`src/rtl/haar_idwt_non_pipelined.sv`:
```
// rtl/haar_idwt_non_pipelined.sv - single-level inverse Haar DWT, one coefficient pair per 3-cycle slot
// Optional: define IDWT_SAT_EN to clamp reconstructed samples to the Q8.8 range instead of wrapping.

module haar_idwt_non_pipelined #(
  parameter int N = 8
) (
  input  logic                clk,
  input  logic                rst,
  input  logic                start,
  input  logic [16*(N/2)-1:0] cA_in,
  input  logic [16*(N/2)-1:0] cD_in,
  output logic [16*N-1:0]     array_out,
  output logic                busy,
  output logic                done
);

  localparam int HALF = N / 2;
  localparam int IW   = (HALF > 1) ? $clog2(HALF) : 1;
  localparam logic [IW-1:0] LAST_IDX = IW'(HALF - 1);

  typedef enum logic [2:0] {IDLE, LOAD, PROCESS, STORE, FINISH} state_t;

  state_t             state_q;
  logic [IW-1:0]      pair_idx_q;
  logic [16*HALF-1:0] ca_snap_q;
  logic [16*HALF-1:0] cd_snap_q;
  logic signed [15:0] ca_q;
  logic signed [15:0] cd_q;
  logic signed [24:0] ps_q;
  logic signed [24:0] pd_q;
  logic [16*N-1:0]    array_q;
  logic               busy_q;
  logic               done_q;

  logic signed [16:0] sum_d;
  logic signed [16:0] diff_d;
  logic signed [24:0] ps_d;
  logic signed [24:0] pd_d;

  // Scale back from the x181 product; the shift floors toward -inf.
  function automatic logic [15:0] to_sample(input logic signed [24:0] p);
`ifdef IDWT_SAT_EN
    logic signed [24:0] sh;
    sh = p >>> 8;
    if (sh > 25'sd32767) return 16'h7FFF;
    else if (sh < -25'sd32768) return 16'h8000;
    else return 16'(sh);
`else
    return 16'(p >>> 8);
`endif
  endfunction

  always_comb begin
    sum_d  = 17'(ca_q) + 17'(cd_q);
    diff_d = 17'(ca_q) - 17'(cd_q);
    ps_d   = 25'(sum_d) * 25'sd181;
    pd_d   = 25'(diff_d) * 25'sd181;
  end

  always_ff @(posedge clk) begin
    if (rst) begin
      state_q    <= IDLE;
      pair_idx_q <= '0;
      ca_snap_q  <= '0;
      cd_snap_q  <= '0;
      ca_q       <= '0;
      cd_q       <= '0;
      ps_q       <= '0;
      pd_q       <= '0;
      array_q    <= '0;
      busy_q     <= 1'b0;
      done_q     <= 1'b0;
    end else begin
      done_q <= 1'b0;
      case (state_q)
        IDLE: begin
          pair_idx_q <= '0;
          if (start) begin
            ca_snap_q <= cA_in;
            cd_snap_q <= cD_in;
            busy_q    <= 1'b1;
            state_q   <= LOAD;
          end
        end
        LOAD: begin
          ca_q    <= ca_snap_q[16*pair_idx_q +: 16];
          cd_q    <= cd_snap_q[16*pair_idx_q +: 16];
          state_q <= PROCESS;
        end
        PROCESS: begin
          ps_q    <= ps_d;
          pd_q    <= pd_d;
          state_q <= STORE;
        end
        STORE: begin
          array_q[32*pair_idx_q +: 32] <= {to_sample(pd_q), to_sample(ps_q)};
          pair_idx_q <= pair_idx_q + IW'(1);
          state_q    <= (pair_idx_q == LAST_IDX) ? FINISH : LOAD;
        end
        FINISH: begin
          done_q  <= 1'b1;
          busy_q  <= 1'b0;
          state_q <= IDLE;
        end
        default: begin
          busy_q  <= 1'b0;
          state_q <= IDLE;
        end
      endcase
    end
  end

  assign array_out = array_q;
  assign busy      = busy_q;
  assign done      = done_q;

endmodule
```
`config.mk`:
```
export PLATFORM = sky130hd
export DESIGN_NAME = haar_idwt_non_pipelined
export DESIGN_NICKNAME = d
export VERILOG_FILES = /design/src/rtl/haar_idwt_non_pipelined.sv
export SDC_FILE = /design/constraint.sdc
export NUM_CORES = 1
export LEC_CHECK = 0
export BUFFER_PORTS_ARGS = -buffer_cell sky130_fd_sc_hd__buf_4
export CORE_MARGIN = 2
export CORE_UTILIZATION = 35
export DETAILED_ROUTE_END_ITERATION = 12
export GPL_TIMING_DRIVEN = 0
export MAX_ROUTING_LAYER = met4
export SLEW_MARGIN = 30
export SYNTH_ARGS = -nofsm -noshare
export SYNTH_HDL_FRONTEND = slang
export SYNTH_SLANG_ARGS = --single-unit
```
`constraint.sdc`:
```
create_clock -name clk -period 6.95 [get_ports clk]
set_input_delay 1.0425 -clock clk [delete_from_list [all_inputs] [get_ports clk]]
set_output_delay 1.0425 -clock clk [all_outputs]
set_load 0.01 [all_outputs]
```
==> impl_metrics.yaml, run 1 <==
status:
  outcome: "finished clean"
layout:
  nNetsFinal: 3040
  drive_gt1_share_pct: 14.8
  n_antenna_cell: 0
  final_common_cell: "nand2_1"
  stdcell_area_um2: 23700
  finalNonFillerCells: 3429
  area_delta_synth_final_pct: 21.8
  mostFrequentLayoutCells: "nand2_1 (511), a21oi_1 (338), dfxtp_1 (324), buf_4 (261), inv_1 (260)"
clocking:
  htree_levels: 2
  clock_latency_ns: 0.55
  cts_tree: "yes"
  cts.sink_count: 327
  clockBufferDepth: 3
  root_buffer: "clkbuf_16"
  clkTransAtPathRegs_ns: 0.06
  cts_buffers: 36
  hold_buffers: 0
sta:
  fmax_mhz: 152
  hold_ws_ns: 0.453
  fin_ws_ns: 0.374
  maxSlewHeadroom_pct: 33.4
  worstMarginPinSlew_ns: 0.997
  period_needed_ns: 6.58
  finalHoldViolCount: 0
  timing.final.crit_share_pct: 94.6
  worst_clock_skew_ns: 0.0261
  tns_ns: 0
  setup_violations: 0
  slew_viol_final: 0
placed_design:
  pre_cts_ws_ns: -0.174
  io_buffers: 260
  place_area_um2: 22300
  dp_hpwl_mm: 47.3
  gp_congestion: 0.884
  placed_cells: 3364
power_and_ir_drop:
  p_per_area_nw_per_um2: 412
  power_leakage_nw: 10.2
  ir_drop_v: 0.000764
die:
  dieArea_um2: 57400
  initial_core_util_pct: 35.4
  core_um2: 55000
  io_pins: 261
  rows: 86
  die_y_um: 240
  die_w_um: 240
logic_synthesis:
  synth_area_um2: 19400
  netlist_instances: 2356
  synth_edf_count: 0
  ys_warn_count: 0
  synth_area_per_cell_um2: 8.25
  syn_nets: 2741
  ys.flop_type: "dfxtp_1"
  async_flop_share_pct: 0
  synth_cell_types: 69
  ys_seq_area_share_pct: 33.7
  synth-seq-cells: 327
global_routing:
  antenna_found_initial: 0
  grt_pass1_vias: 17550
  grt_max_degree: 14
  grt_pass1_wl_mm: 92.9
  grt_overflow: 0
  grt_usage_pct: 21.1
routing:
  wire_per_inst_um: 17.0
  avgViaCountPerCell: 5.04
  vias: 17272
  wl_mm: 58.3
  drc: 0
  drt_iter0_drc: 1142
  dr.pass1.iters: 6
  postRouteAntennaNets: 0
critical_path:
  rr_worst_depth: 25
  critPathRequiredTime_ns: 7.38
  crit_path_end_kind: "register"
  critPathKind: "register to register"
  critPathMaxFanout: 6
  timing.rr.end: "ps_q[23]$_SDFFE_PP0P_"
  arrival_ns: 7.00
  reg2reg_from: "ca_q[0]$_SDFFE_PP0P_"
  r2r_setup_slack_ns: 0.37
  start_kind: "register"
hold_path:
  hold_path_class: "register to register"
  hold_path.startpoint: "ca_snap_q[42]$_SDFFE_PP0P_"
  hold_path_depth: 2
  hold_end: "ca_snap_q[42]$_SDFFE_PP0P_"
flow_run:
  maxCapViolations: 0
[per-layer routing]
layer | share of wire [%] | vias up | global-route usage [%]
met5 | 0 | - | -
li1 | - | 8390 | -
met1 | 43 | 8343 | 26.3
met2 | 49 | 449 | 36.0
met4 | 2.5 | 0 | 5.78
met3 | 4.9 | 90 | 2.52
[cell type report]
cell class              count  area, um2
fillers                  5507      31300
clock buffers              51       1050
plain buffers             140        537
well taps                 748        936
flip-flops and latches    327       6550
clock inverters            13        181
repair buffers            261       1960
inverters                 260        976
multi-input cells        1629      11500
[critical path, stage by stage, from the launching register on]
cell and delay [ns]:
dfxtp_1 0.42, ha_1 0.20, inv_1 0.06, fa_1 0.40, nor2_1 0.14, o311a_1 0.24, o211ai_2 0.19, a211o_1 0.31
a21oi_1 0.15, o21ai_0 0.12, a22o_2 0.30, ha_1 0.30, inv_1 0.05, fa_1 0.52, fa_1 0.44, fa_1 0.54
inv_1 0.04, ha_1 0.33, nand4_1 0.17, o21bai_1 0.13, a2111oi_2 0.36, a31oi_1 0.18, and4_1 0.27, a2111oi_4 0.39
a211o_1 0.16, nand3_1 0.06
[synthesized netlist by cell type (7+ instances only)]
master    number  share of area [%]
and2_1         8               0.26
nor3_1        24               0.62
xor2_1        33                1.5
o21ai_0       19               0.49
dfxtp_1      327                 34
fa_1          87                9.0
clkbuf_1     132                2.5
nand3b_1      10               0.39
or2_2          7               0.23
a21oi_1      340                8.8
a22o_1         7               0.32
a21o_1        11               0.42
mux4_2        32                3.7
or3_1         13               0.42
o21bai_1       8               0.31
xnor2_1       29                1.3
nand2_1      511                9.9
nor2_1        54                1.0
nor2b_1       13               0.42
ha_1         167                 11
inv_1        260                5.0
nand3_1      140                3.6
nor3b_1       11               0.42
nand2b_1       9               0.29
[through the flow]
stage	power (mW)	utilization, %
global route	10.9	43.1
detailed placement	7.74	40.6
CTS	9.76	42.9
floorplan	6.50	-
finish	9.77	43.1
global placement	7.57	40.6
[worst max path at each step]
stage                         startpoint               endpoint  slack, ns  cells after the start
floorplan           cd_q[1]$_SDFFE_PP0P_  pd_q[22]$_SDFFE_PP0P_       0.95                     26
global placement    cd_q[1]$_SDFFE_PP0P_  ps_q[23]$_SDFFE_PP0P_       0.01                     26
detailed placement  cd_q[1]$_SDFFE_PP0P_  ps_q[22]$_SDFFE_PP0P_      -0.17                     26
CTS                 cd_q[1]$_SDFFE_PP0P_  ps_q[23]$_SDFFE_PP0P_       0.05                     24
global route        cd_q[1]$_SDFFE_PP0P_  ps_q[17]$_SDFFE_PP0P_     -0.005                     26
finish              ca_q[0]$_SDFFE_PP0P_  ps_q[23]$_SDFFE_PP0P_       0.37                     25
[sequential cells by signal (all words and copies together), names as in the netlist]
signal and cells:
cd_snap_q 64, ca_q 16, done 1, ps_q 16
busy 1, cd_q 16, array_out 128, state_q 3
pd_q 16, ca_snap_q 64, pair_idx_q 2
[cell families after synthesis]
family          share of synthesized area (%)
compound gates                           13.1
flops                                    33.7
fa+ha+maj                                19.7
simple gates                             18.9
mux                                      3.86
buf+inv                                  7.78
xor+xnor                                 2.96
[power breakdown]
part	internal (mW)	total, mW	leakage (nW)	switching, mW
registers	1.99	2.09	2.66	0.103
clock network	1.21	1.99	0.606	0.783
logic	2.36	5.68	6.89	3.32
[repair_timing]
| action | 4_1_cts | 5_1_grt |
|---|---|---|
| cloned | 0 | 0 |
| pin swaps | 0 | 2 |
| endpoints found under the setup margin | 6 | 13 |
| setup buffers | 0 | 1 |
| gates resized for setup | 4 | 18 |
Note: power is estimated with default switching activity, not from simulation.
==> run 2: changes to the inputs <==
--- a/config.mk
+++ b/config.mk
@@ -11,6 +11,8 @@
 export DETAILED_ROUTE_END_ITERATION = 12
 export GPL_TIMING_DRIVEN = 0
 export MAX_ROUTING_LAYER = met4
+export PLACE_DENSITY = 0.55
+export REMOVE_ABC_BUFFERS = 1
 export SLEW_MARGIN = 30
 export SYNTH_ARGS = -nofsm -noshare
 export SYNTH_HDL_FRONTEND = slang
==> impl_metrics.yaml, run 2 (synthesis gave the netlist of run 1 again) <==
layout:
  final_common_cell: "nand2_1"
  drive_gt1_share_pct: 17.7
  nNetsFinal: 2944
  area_delta_synth_final_pct: 21.6
  n_fill_cell: 5485
  largest_reg_flops: 128
  mostFrequentLayoutCells: "nand2_1 (506), a21oi_1 (338), dfxtp_1 (325), buf_4 (272), inv_1 (260)"
  n_antenna_cell: 0
die:
  die_y_um: 240
  dieArea_um2: 57400
  initial_core_util_pct: 35.4
  rows: 86
  die_w_um: 240
  io_pins: 261
  core_um2: 55000
global_routing:
  grt_usage_pct: 17.5
  grt_pass1_wl_mm: 79.5
  grt_overflow: 0
  antenna_found_initial: 0
  grt_pass1_vias: 15674
  grt_max_degree: 115
power_and_ir_drop:
  power_leakage_nw: 10.3
  switchingPower_mw: 4.33
  clockPowerShare_pct: 20.6
  sw_frac_of_total_pct: 43.6
  p_per_area_nw_per_um2: 420
  pwr-share-comb_pct: 58.4
  p_int_mw: 5.60
  ir_drop_v: 0.000475
  power_frac_seq_pct: 21.0
critical_path:
  rr_worst_depth: 25
  timing.rr.end: "ps_q[23]$_SDFFE_PP0P_"
  arrival_ns: 7.05
  critPathBufInv: 3
  crit_path_frequent_cell: "fa_1"
  crit_path_end_kind: "register"
  critPathMaxFanout: 5
  max_stage_delay_ns: 0.52
  reg2reg_from: "ca_q[0]$_SDFFE_PP0P_"
  critPathRequiredTime_ns: 7.39
  r2r_setup_slack_ns: 0.34
  critPathKind: "register to register"
  start_kind: "register"
  cp_top_family: "adder cells"
  slowest_stage: "fa_1"
placed_design:
  gp_congestion: 0.789
  io_buffers: 260
  pre_cts_ws_ns: -0.127
  dp_hpwl_mm: 37.1
routing:
  wire_per_inst_um: 14.7
  avgViaCountPerCell: 4.80
  vias: 16011
  dr.pass1.iters: 6
  drt_iter0_drc: 785
  postRouteAntennaNets: 0
  drc: 0
  wl_mm: 48.9
hold_path:
  hold_path.startpoint: "array_out[60]$_SDFFE_PP0P_"
  hold_path_class: "register to register"
  hold_path_depth: 2
  hold_end: "array_out[60]$_SDFFE_PP0P_"
clocking:
  hold_buffers: 0
  cts_tree: "yes"
  clkTransAtPathRegs_ns: 0.06
  clock_latency_ns: 0.55
  htree_levels: 2
  root_buffer: "clkbuf_16"
  cts.sink_count: 327
  clockBufferDepth: 3
  cts_buffers: 39
sta:
  worstMarginPinSlew_ns: 0.802
  fin_ws_ns: 0.343
  setup_violations: 0
  slew_viol_final: 0
  worst_clock_skew_ns: 0.0226
  grt_setup_unrepaired: "true"
  maxSlewHeadroom_pct: 46.1
  hold_ws_ns: 0.449
  finalHoldViolCount: 0
  period_needed_ns: 6.61
  fmax_mhz: 151
  timing.final.crit_share_pct: 95.1
status:
  outcome: "finished clean"
flow_run:
  maxCapViolations: 0
-- run 2: cell types whose count changed in the layout (fill, tap and decap cells not counted), moves of 3 or more --
cell,previous run,this run
buf_6,1,9
and3_1,6,2
buf_2,2,15
clkinv_2,5,11
buf_1,4,0
buf_16,0,3
xor2_2,2,5
buf_4,261,272
dfxtp_2,3,0
and3_2,0,4
clkbuf_1,139,3
nand2_2,0,5
nand2_1,511,506
-- run 2: layout make-up --
type / instances / area (um2) / area share (%)
clock buffers: 48 / 1070 / 4.52
clock inverters: 19 / 209 / 0.884
inverters: 260 / 976 / 4.13
multi-input cells: 1629 / 11500 / 48.8
flip-flops and latches: 327 / 6550 / 27.7
well taps: 748 / 936 / 3.96
repair buffers: 302 / 2360 / 9.96
-- run 2: worst max path at each step --
stage	startpoint	to	slack (ns)	depth (start not counted)
finish	ca_q[0]$_SDFFE_PP0P_	ps_q[23]$_SDFFE_PP0P_	0.34	25
global route	ca_q[0]$_SDFFE_PP0P_	ps_q[23]$_SDFFE_PP0P_	-0.02	25
CTS	cd_q[1]$_SDFFE_PP0P_	ps_q[23]$_SDFFE_PP0P_	0.003	24
detailed placement	cd_q[1]$_SDFFE_PP0P_	ps_q[22]$_SDFFE_PP0P_	-0.13	26
global placement	start	ca_snap_q[36]$_SDFFE_PP0P_	-9.14	4
floorplan	start	ca_snap_q[0]$_SDFFE_PP0P_	-3.87	3
-- run 2: repair_timing --
| action | CTS | global route |
|---|---|---|
| gates resized for setup | 2 | 16 |
| setup buffers | 0 | 0 |
| setup endpoints to repair | 3 | 13 |
| pin swaps | 0 | 2 |
-- run 2: per-stage QoR --
step	util (%)	setup TNS (ns)	instance area (um2)	instances	total power [mW]
6_report	43.0	0	23600	3333	9.92
5_1_grt	43.0	-0.0327	23600	3333	11.0
4_1_cts	42.8	0	23500	3333	10.0
3_5_place_dp	40.5	-0.334	22300	3266	7.90
3_3_place_gp	39.6	-1133.13	21800	3224	7.81
2_1_floorplan	-	-494.99	18900	2216	6.48
-- run 2: power groups by stage --
stage / Sequential [mW] / Clock (mW) / Combinational (mW)
final: 2.08 / 2.05 / 5.79
after global routing: 2.10 / 2.19 / 6.67
after CTS: 2.09 / 2.12 / 5.82
after detailed placement: 2.13 / 0 / 5.78
after global placement: 2.13 / 0 / 5.69
after floorplan: 2.10 / 0 / 4.39
-- run 2: layer usage --
metal | share of wire, % | GRT usage (%)
met2 | 47 | 29.0
met3 | 4.4 | 2.90
met4 | 1.2 | 3.24
met1 | 47 | 22.5
met5 | 0 | -
-- run 2: worst min-delay path: cells and delay by family (launching register included) --
kind	cells	cell delay, ns
flip-flops	1	0.31
AND/OR/NAND/NOR	1	0.05
AO/OA/AOI/OAI	1	0.05
